### config.mk
export PLATFORM = sky130hd
export DESIGN_NAME = uart_tx_fifo
export DESIGN_NICKNAME = d
export VERILOG_FILES = /design/src/rtl/uart_tx_fifo.sv
export SDC_FILE = /design/constraint.sdc
export NUM_CORES = 1
export LEC_CHECK = 0
export ABC_AREA = 1
export CAP_MARGIN = 0
export CORE_UTILIZATION = 60
export DETAILED_ROUTE_END_ITERATION = 6
export GPL_TIMING_DRIVEN = 1
export HOLD_SLACK_MARGIN = 0.02
export PLACE_DENSITY = 0.75
export SYNTH_ARGS = -nofsm -noshare
export SYNTH_HDL_FRONTEND = slang
export SYNTH_SLANG_ARGS = --single-unit
### constraint.sdc
create_clock -name clk -period 3.42 [get_ports clk]
set_clock_uncertainty 0.15 [all_clocks]
set_input_delay 1.026 -clock clk [delete_from_list [all_inputs] [get_ports clk]]
set_output_delay 1.026 -clock clk [all_outputs]
set_load 0.005 [all_outputs]
### src/rtl/uart_tx_fifo.sv
`timescale 1ns/1ps
`default_nettype none
// ============================================================================
// Module   : uart_tx_fifo
// Purpose  : Byte-wide UART transmitter (8N1) fed by a small in-order FIFO.
//            Frames are start bit (0), eight data bits LSB first, stop bit (1),
//            each bit held for CLKS_PER_BIT clocks. Queued bytes are sent
//            back-to-back with no idle gap between frames.
// Ports    : clk       - system clock, all state changes on its rising edge
//            resetn    - synchronous active-low reset
//            wr_en     - store strobe, byte on wr_data offered this cycle
//            wr_data   - byte to transmit
//            wr_ready  - FIFO not full; a write lands only if wr_en & wr_ready
//            busy      - FIFO non-empty or a frame in progress
//            txd       - registered serial line, idle high
// Revision : 1.0 - initial release
// ============================================================================
module uart_tx_fifo #(
  parameter int CLKS_PER_BIT = 16,   // 2..65535
  parameter int FIFO_DEPTH   = 4     // power of two, 2..16
) (
  input  logic       clk,
  input  logic       resetn,
  input  logic       wr_en,
  input  logic [7:0] wr_data,
  output logic       wr_ready,
  output logic       busy,
  output logic       txd
);

  localparam int              AW          = (FIFO_DEPTH > 1) ? $clog2(FIFO_DEPTH) : 1;
  localparam int              CW          = $clog2(FIFO_DEPTH + 1);
  localparam logic [CW-1:0]   C_FULL      = CW'(FIFO_DEPTH);
  localparam logic [15:0]     C_BAUD_LAST = 16'(CLKS_PER_BIT - 1);

  typedef enum logic [1:0] {
    S_IDLE  = 2'd0,
    S_START = 2'd1,
    S_DATA  = 2'd2,
    S_STOP  = 2'd3
  } state_t;

  state_t          state_q;
  logic [15:0]     baud_q;
  logic [2:0]      bit_q;
  logic [7:0]      shift_q;
  logic            txd_q;
  logic [CW-1:0]   count_q, count_d;
  logic [AW-1:0]   wr_ptr_q, wr_ptr_d;
  logic [AW-1:0]   rd_ptr_q, rd_ptr_d;
  logic [7:0]      mem_q [FIFO_DEPTH];

  logic            w_push;
  logic            w_pop;
  logic            w_baud_end;
  logic [7:0]      w_head;

  assign w_baud_end = (baud_q == C_BAUD_LAST);
  assign w_head     = mem_q[rd_ptr_q];

  assign wr_ready   = (count_q != C_FULL);
  assign busy       = (state_q != S_IDLE) || (count_q != '0);
  assign txd        = txd_q;

  // A write offered while full is dropped outright, even if a pop frees a
  // slot on the same edge; the slot only shows up as wr_ready next cycle.
  assign w_push = resetn && wr_en && wr_ready;

  // Pops happen only where a new frame is launched: from IDLE, or at the
  // last clock of a stop bit so the next start bit follows without a gap.
  assign w_pop  = (count_q != '0) &&
                  ((state_q == S_IDLE) || ((state_q == S_STOP) && w_baud_end));

  // Pointers wrap naturally because FIFO_DEPTH is a power of two.
  always_comb begin
    count_d  = count_q;
    wr_ptr_d = wr_ptr_q;
    rd_ptr_d = rd_ptr_q;
    if (w_push) begin
      wr_ptr_d = wr_ptr_q + AW'(1);
    end
    if (w_pop) begin
      rd_ptr_d = rd_ptr_q + AW'(1);
    end
    case ({w_push, w_pop})
      2'b10:   count_d = count_q + CW'(1);
      2'b01:   count_d = count_q - CW'(1);
      default: count_d = count_q;
    endcase
  end

  // Storage needs no reset; its contents are meaningless while count is 0.
  always_ff @(posedge clk) begin
    if (w_push) begin
      mem_q[wr_ptr_q] <= wr_data;
    end
  end

  always_ff @(posedge clk) begin
    if (!resetn) begin
      state_q  <= S_IDLE;
      txd_q    <= 1'b1;
      baud_q   <= '0;
      bit_q    <= '0;
      shift_q  <= '0;
      count_q  <= '0;
      wr_ptr_q <= '0;
      rd_ptr_q <= '0;
    end else begin
      count_q  <= count_d;
      wr_ptr_q <= wr_ptr_d;
      rd_ptr_q <= rd_ptr_d;
      case (state_q)
        S_IDLE: begin
          baud_q <= '0;
          bit_q  <= '0;
          if (w_pop) begin
            shift_q <= w_head;
            txd_q   <= 1'b0;
            state_q <= S_START;
          end
        end
        S_START: begin
          if (w_baud_end) begin
            baud_q  <= '0;
            bit_q   <= '0;
            txd_q   <= shift_q[0];
            state_q <= S_DATA;
          end else begin
            baud_q <= baud_q + 16'd1;
          end
        end
        S_DATA: begin
          if (w_baud_end) begin
            baud_q <= '0;
            if (bit_q == 3'd7) begin
              txd_q   <= 1'b1;
              state_q <= S_STOP;
            end else begin
              // Shift right so the next bit to send always sits at shift_q[1].
              bit_q   <= bit_q + 3'd1;
              txd_q   <= shift_q[1];
              shift_q <= {1'b0, shift_q[7:1]};
            end
          end else begin
            baud_q <= baud_q + 16'd1;
          end
        end
        S_STOP: begin
          if (w_baud_end) begin
            baud_q <= '0;
            bit_q  <= '0;
            if (w_pop) begin
              shift_q <= w_head;
              txd_q   <= 1'b0;
              state_q <= S_START;
            end else begin
              txd_q   <= 1'b1;
              state_q <= S_IDLE;
            end
          end else begin
            baud_q <= baud_q + 16'd1;
          end
        end
        default: begin
          txd_q   <= 1'b1;
          baud_q  <= '0;
          state_q <= S_IDLE;
        end
      endcase
    end
  end

endmodule
`default_nettype wire

After elaboration in Yosys (flattened, before gate mapping)

Memories as Yosys holds them, arrays and structs flattened. A register that Yosys moved wholly into a read port is not among the register bits.
Index checks and enable logic that the tools add are counted.

Memories kept: 1
Register bits after elaboration: 37
Output and inout port bits: 3
Word-level logic and storage cells: 77
Bits in writable memories: 32
Input bits: 11

Memories:

| name  | words | bits a word | rd ports | clocked after Yosys merged registers in | wr ports | line | text |
|---|---|---|---|---|---|---|---|
| mem_q | 4     | 8           | 1        | 1                                       | 1        | 51   | `logic [7:0] mem_q [FIFO_DEPTH];` |

Reduce and logical (&&, ||, !) cells: 17
Equal/unequal tests: 15
Mux-type cells: 30
Add/sub/neg operators: 6

Operators by type and width:

| kind                                                                   | count |
|---|---|
| 8-bit two-way mux                                                      | 4 |
| 16-bit one-hot mux with 2 select lines                                 | 1 |
| 8-bit one-hot mux with 3 select lines                                  | 1 |
| 16-bit by 1-bit adder with 16-bit output, second input constant        | 1 |
| 16-bit by 4-bit equality test with 1-bit output, second input constant | 1 |
| 16-bit two-way mux                                                     | 1 |
| 2-bit two-way mux                                                      | 7 |
| 2-bit inequality test, second input constant                           | 6 |
| 1-bit two-way mux                                                      | 9 |
| 3-bit two-way mux                                                      | 3 |
| 3-bit one-hot mux with 3 select lines                                  | 1 |
| 2-bit one-hot mux with 4 select lines                                  | 1 |
| 4-bit AND reduction                                                    | 2 |
| 3-bit by 1-bit adder with 3-bit output, second input constant          | 2 |
| 2-bit equality test, second input constant                             | 3 |
| 3-bit one-hot mux with 2 select lines                                  | 1 |
| 3-bit nonzero test                                                     | 2 |
| 5-bit AND reduction                                                    | 1 |
| 2-bit by 1-bit adder with 2-bit output, second input constant          | 2 |
| 2-bit by 1-bit equality test with 1-bit output, second input constant  | 2 |
| 1-bit logical AND                                                      | 4 |
| 1-bit one-hot mux with 4 select lines                                  | 1 |
| 2-bit nonzero test                                                     | 2 |
| 3-bit equality test, second input constant                             | 1 |
| 8 further kinds                                                        | 9 |

Logic depth before layout (Yosys ltp)

Word-level depth: 7
Depth in mapped cells: 15

Least setup slack after synthesis

No wires, ideal clock.

Path kind: input-to-reg
Start point: in resetn
End point: reg count_q[2]
Slack: 0.850 ns
Buffers on the path: 1
Arrival time: 2.298 ns
Required time: 3.148 ns
Stages: 9
Cells stage by stage: buf_2 > nand3_1 > ha_1 > inv_1 > fa_1 > a21oi_1 > o21ai_0 > o21ai_0 > a21oi_1

Cells in the longest elaborated chain, start to end: 4
Elaborated cells between the ends (all ways): 6
Classes of those cells: eq/ne (2); mux (1); reduce/logical (3)

Ends and longest elaborated chain:

| what                                                                                  | line | text |
|---|---|---|
| start: declaration                                                                    | 23   | `input logic resetn,` |
| 1-bit logical AND (2 in a row)                                                        | 67   | `assign w_push = resetn && wr_en && wr_ready;` |
| 2-bit by 1-bit equality test with 1-bit output or 2-bit equality test (tied branches) | 85   | `case ({w_push, w_pop})` |
| 3-bit one-hot mux with 2 select lines or 2-bit nonzero test (tied branches)           | --   |  |
| end signal: assignment                                                                | 110  | `count_q <= count_d;` |
| end: declaration                                                                      | 48   | `logic [CW-1:0] count_q, count_d;` |

Parallel ways exist; a longest one is shown, timed or not.
A chain may end at the register's enable or synchronous reset.

Worst setup path in the final report

Start point: reg state_q[0]
End point: out busy

Cells in the longest elaborated chain, start to end: 2

Ends and longest elaborated chain:

| what                     | line | text |
|---|---|---|
| start: declaration       | 43   | `state_t state_q;` |
| start signal: assignment | 101  | `state_q <= S_IDLE;` |
| start signal: assignment | 120  | `state_q <= S_START;` |
| start signal: assignment | 128  | `state_q <= S_DATA;` |
| 2-bit nonzero test       | 62   | `assign busy = (state_q != S_IDLE) \|\| (count_q != '0);` |
| 1-bit logical OR         | 62   |  |
| end: declaration         | 27   | `output logic busy,` |

Every way passes these cells.

==> results list <==
* Power density cells: 721.0 nW/um2
- The worst setup path is captured at a primary output.
* Syn_nets: 392
- Dominant synthesized flop cell: sky130_fd_sc_hd__dfxtp_1
- In this run, CTS created clock tree buffers numbering 9.
- Min-Delay Path Class: flop to flop
- The commonest cells after synthesis are 62 x sky130_fd_sc_hd__nor2_1, 59 x sky130_fd_sc_hd__nand2_1, 39 x sky130_fd_sc_hd__dfxtp_1.
* DIE AREA: 5771 um2
- Subtracting the final worst setup slack from the clock period gives 2879 ps.
* Total global routing overflow: 0
- The hold violation count in the final report came to 0.
* Number of global-route vias before repair: 2301
* Fraction of final layout cells sized beyond drive strength 1: 7.949%
- Maximum clock rate: 0.3474 GHz
- In this design, the stage delay of the slowest critical-path cell is 500 ps.
* Critical setup path kind: flop to primary output
- Once detailed placement completed, the half-perimeter wirelength came to 4113 um.
- After clock tree synthesis, the clock-pin slew on the worst setup and hold paths is 80 ps.
- Initial core utilization: 63.47%
- The core region is 5172 um2.
* Library cell with the largest summed area after synthesis: sky130_fd_sc_hd__edfxtp_1
- For this block, the initial DRC count from the detailed router was 170.
- Register area: 1742 um2
- The layout has 413 filler cells.
- Entering global routing, the biggest net connects 18 pins.
* Synthesized area per cell: 8.946 um2
- Register-to-register setup slack: 730 ps
* Setup fix buffers added after clock tree synthesis: 0
- Most frequent cell after synthesis: sky130_fd_sc_hd__nor2_1
- Of all nets on the critical path, the largest fanout is 5.
- The pre-antenna-repair detailed-routing pass consisted of 4 iterations.
- Number of synthesized flops with an enable pin: 32
- Counting instances, the worst hold path has a depth of 1.
- Using the TritonRoute via totals, the vias-per-cell ratio works out to 5.343.
* Period utilization: 84.17%
- Cells along the critical path: inv_1, ha_1, nand2_1, clkdlybuf4s50_1
- Setup repair after global routing left no endpoint under its margin.
* Antenna-violating nets left: 0
- For this run, the number of Yosys warnings is 0.
* Number of distinct library cell variants in the gate-level netlist after synthesis: 28
* Max clock buf depth: 2
- At the end of routability-driven placement, the weighted congestion stood at 0.8574.
- Top-area cell type share of the netlist area: 29.27%
- After detailed placement, the design holds a cell count of 444.
* Root buffer selected by CTS: sky130_fd_sc_hd__clkbuf_8
* TritonCTS Sinks: 71
- In this run the tool buffered the top-level ports with 13 buffer cells.
- The worst-case IR drop observed on VDD is 0.3482 mV.
- The first global-routing pass estimated 10420 um of wire.
- Post-Place Worst Slack: 409.5 ps
- Once the clock tree was built, the resizer swapped 0 gates to a different size.
- Number of synthesized register bits: 71
- The repair_antennas step left the layout with diodes totalling 0.
* # hold bufs at CTS: 0
* Max-cap violations: 0
- Final setup violation count: 0
- Of the total power, registers draw 43.2%.
* Synth top area cells: sky130_fd_sc_hd__edfxtp_1 29%, sky130_fd_sc_hd__dfxtp_1 24%, sky130_fd_sc_hd__nor2_1 7.1%
- I/O pin total: 14
- Routed wire length: 6020 um
- From synthesis to final layout, the design area changed by 10.63%.
- The initial antenna violation count is 0.
- Row generation in the floorplan step produced 26 rows.
- The internal power of the cells totals 1622 uW.
- The multi-input combinational cells in the finished layout cover a total of 1324 um2.
- Slew @ Worst Pin: 622.7 ps
- The floorplan step set the die width to 75.97 um.
* Post-Layout Cell Count: 460
- Final worst setup slack: 541.2 ps
* Worst reg2reg path depth: 14
* Final max-slew violation count: 0
- The detailed router placed 2458 vias in this run.
- Clock tree from TritonCTS: built
- STA puts the critical path data required time at 2240 ps.
- In the global route stage, overall resource usage came out at 23.22%.
- The later pin in the worst-skew pair is clocked with a latency of 350 ps.
- Floorplan die height: 75.97 um
- In the final design database the tool counted 410 nets.
* Accumulated negative setup slack: 0 ps
- Minimum hold slack: 301.1 ps
* Post-Syn Instances: 367
* Standby leakage power: 0.001436 uW
- H-tree Lvls: 3
- Critical path arrival: 1700 ps
- Sequential elements use 53.05% of the synthesized area.
- After detailed routing, the average wire length per cell comes to 13.09 um.
- Async set-or-reset flop fraction in the synthesized netlist: 0%
* Reported net switching power: 996.8 uW
- Outcome: finished clean
* Share of the core filled with cells in the final layout: 70.22%
* Drt drc: 0
* Fraction of power consumed by the clock network: 23.4%
- Combinational logic burns 33.4% of the power.
- STA classifies the critical path startpoint as a flop.
- Cell type of the slowest stage on the worst timing path: sky130_fd_sc_hd__clkdlybuf4s50_1
- Switching Share: 38.06%
* Combined area of all synthesized cells: 3283 um2
* Normalized max-slew margin: 58.37%
cell families (layout without fill, tap and decap cells):
group / after synthesis / count (layout) / synth area share (%)
multiplexers: 6 / 6 / 1.829
flip-flops: 71 / 71 / 53.05
adder cells (fa/ha/maj): 14 / 14 / 5.564
XOR/XNOR: 3 / 3 / 0.8005
AND/OR/NAND/NOR: 175 / 175 / 23.82
AO/OA/AOI/OAI: 52 / 52 / 8.308
buffers and inverters: 46 / 69 / 6.631
metrics by stage:
step / power [uW] / cell area [um2]
floorplan: 1861 / 3283
global placement: 1990 / 3452
detailed placement: 2018 / 3452
CTS: 2631 / 3632
global route: 2808 / 3632
finish: 2619 / 3632
worst max-delay path, delay by kind of cell, from the launching register on:
| family | cells | cell delay [ps] |
|---|---|---|
| flip-flops | 1 | 410 |
| adder cells (fa/ha/maj) | 1 | 230 |
| AND/OR/NAND/NOR | 1 | 100 |
| buffers and inverters | 2 | 610 |
sequential cells by signal, summed over array words and instances, names as in the netlist, named ones only:
register / cells
mem_q: 32
baud_q: 16
shift_q: 8
bit_q: 3
count_q: 3
rd_ptr_q: 2
state_q: 2
wr_ptr_q: 2
txd: 1
layout by cell type (no fill, tap or decap), types with 3 or more instances in the layout:
| master | instances |
|---|---|
| sky130_fd_sc_hd__a211oi_1 | 3 |
| sky130_fd_sc_hd__a21oi_1 | 25 |
| sky130_fd_sc_hd__buf_4 | 5 |
| sky130_fd_sc_hd__clkbuf_8 | 9 |
| sky130_fd_sc_hd__clkdlybuf4s50_1 | 13 |
| sky130_fd_sc_hd__dfxtp_1 | 39 |
| sky130_fd_sc_hd__edfxtp_1 | 32 |
| sky130_fd_sc_hd__ha_1 | 13 |
| sky130_fd_sc_hd__inv_1 | 35 |
| sky130_fd_sc_hd__inv_6 | 3 |
| sky130_fd_sc_hd__mux2i_1 | 6 |
| sky130_fd_sc_hd__nand2_1 | 59 |
| sky130_fd_sc_hd__nand2_4 | 3 |
| sky130_fd_sc_hd__nand3_1 | 25 |
| sky130_fd_sc_hd__nand4_1 | 3 |
| sky130_fd_sc_hd__nor2_1 | 62 |
| sky130_fd_sc_hd__nor2_2 | 3 |
| sky130_fd_sc_hd__nor3_1 | 9 |
| sky130_fd_sc_hd__nor3b_1 | 3 |
| sky130_fd_sc_hd__nor4_1 | 3 |
| sky130_fd_sc_hd__o21ai_0 | 22 |
| sky130_fd_sc_hd__xor2_1 | 3 |
layer usage:
layer  GRT usage, %  vias to the layer above  wire length (um)
li1               -                     1259                 -
met1          30.58                     1148              2869
met2          35.82                       40              2765
met3          4.431                       11               270
met4          13.85                        0               115
met5              0                        -                 0
cell type report:
type,count,area share (%)
sequential,71,47.95
multi-input combinational,250,36.45
timing repair buffer,18,4.616
inverter,35,3.617
clock buffer,9,3.410
tap,70,2.411
clock inverter,7,1.550
power by group through the flow:
stage	registers, uW	logic, uW	clock network, uW
2_1_floorplan	1090	768	0
3_3_place_gp	1150	844	0
3_5_place_dp	1150	868	0
4_1_cts	1130	875	624
5_1_grt	1150	994	662
6_report	1130	875	613
path summary, 6_finish.rpt:
path                    from         end
setup / recovery  state_q[0]        busy
setup reg to reg   baud_q[0]  count_q[2]
hold / removal     baud_q[0]   baud_q[0]
hold reg to reg    baud_q[0]   baud_q[0]
Note: power is estimated with default switching activity, not from simulation.
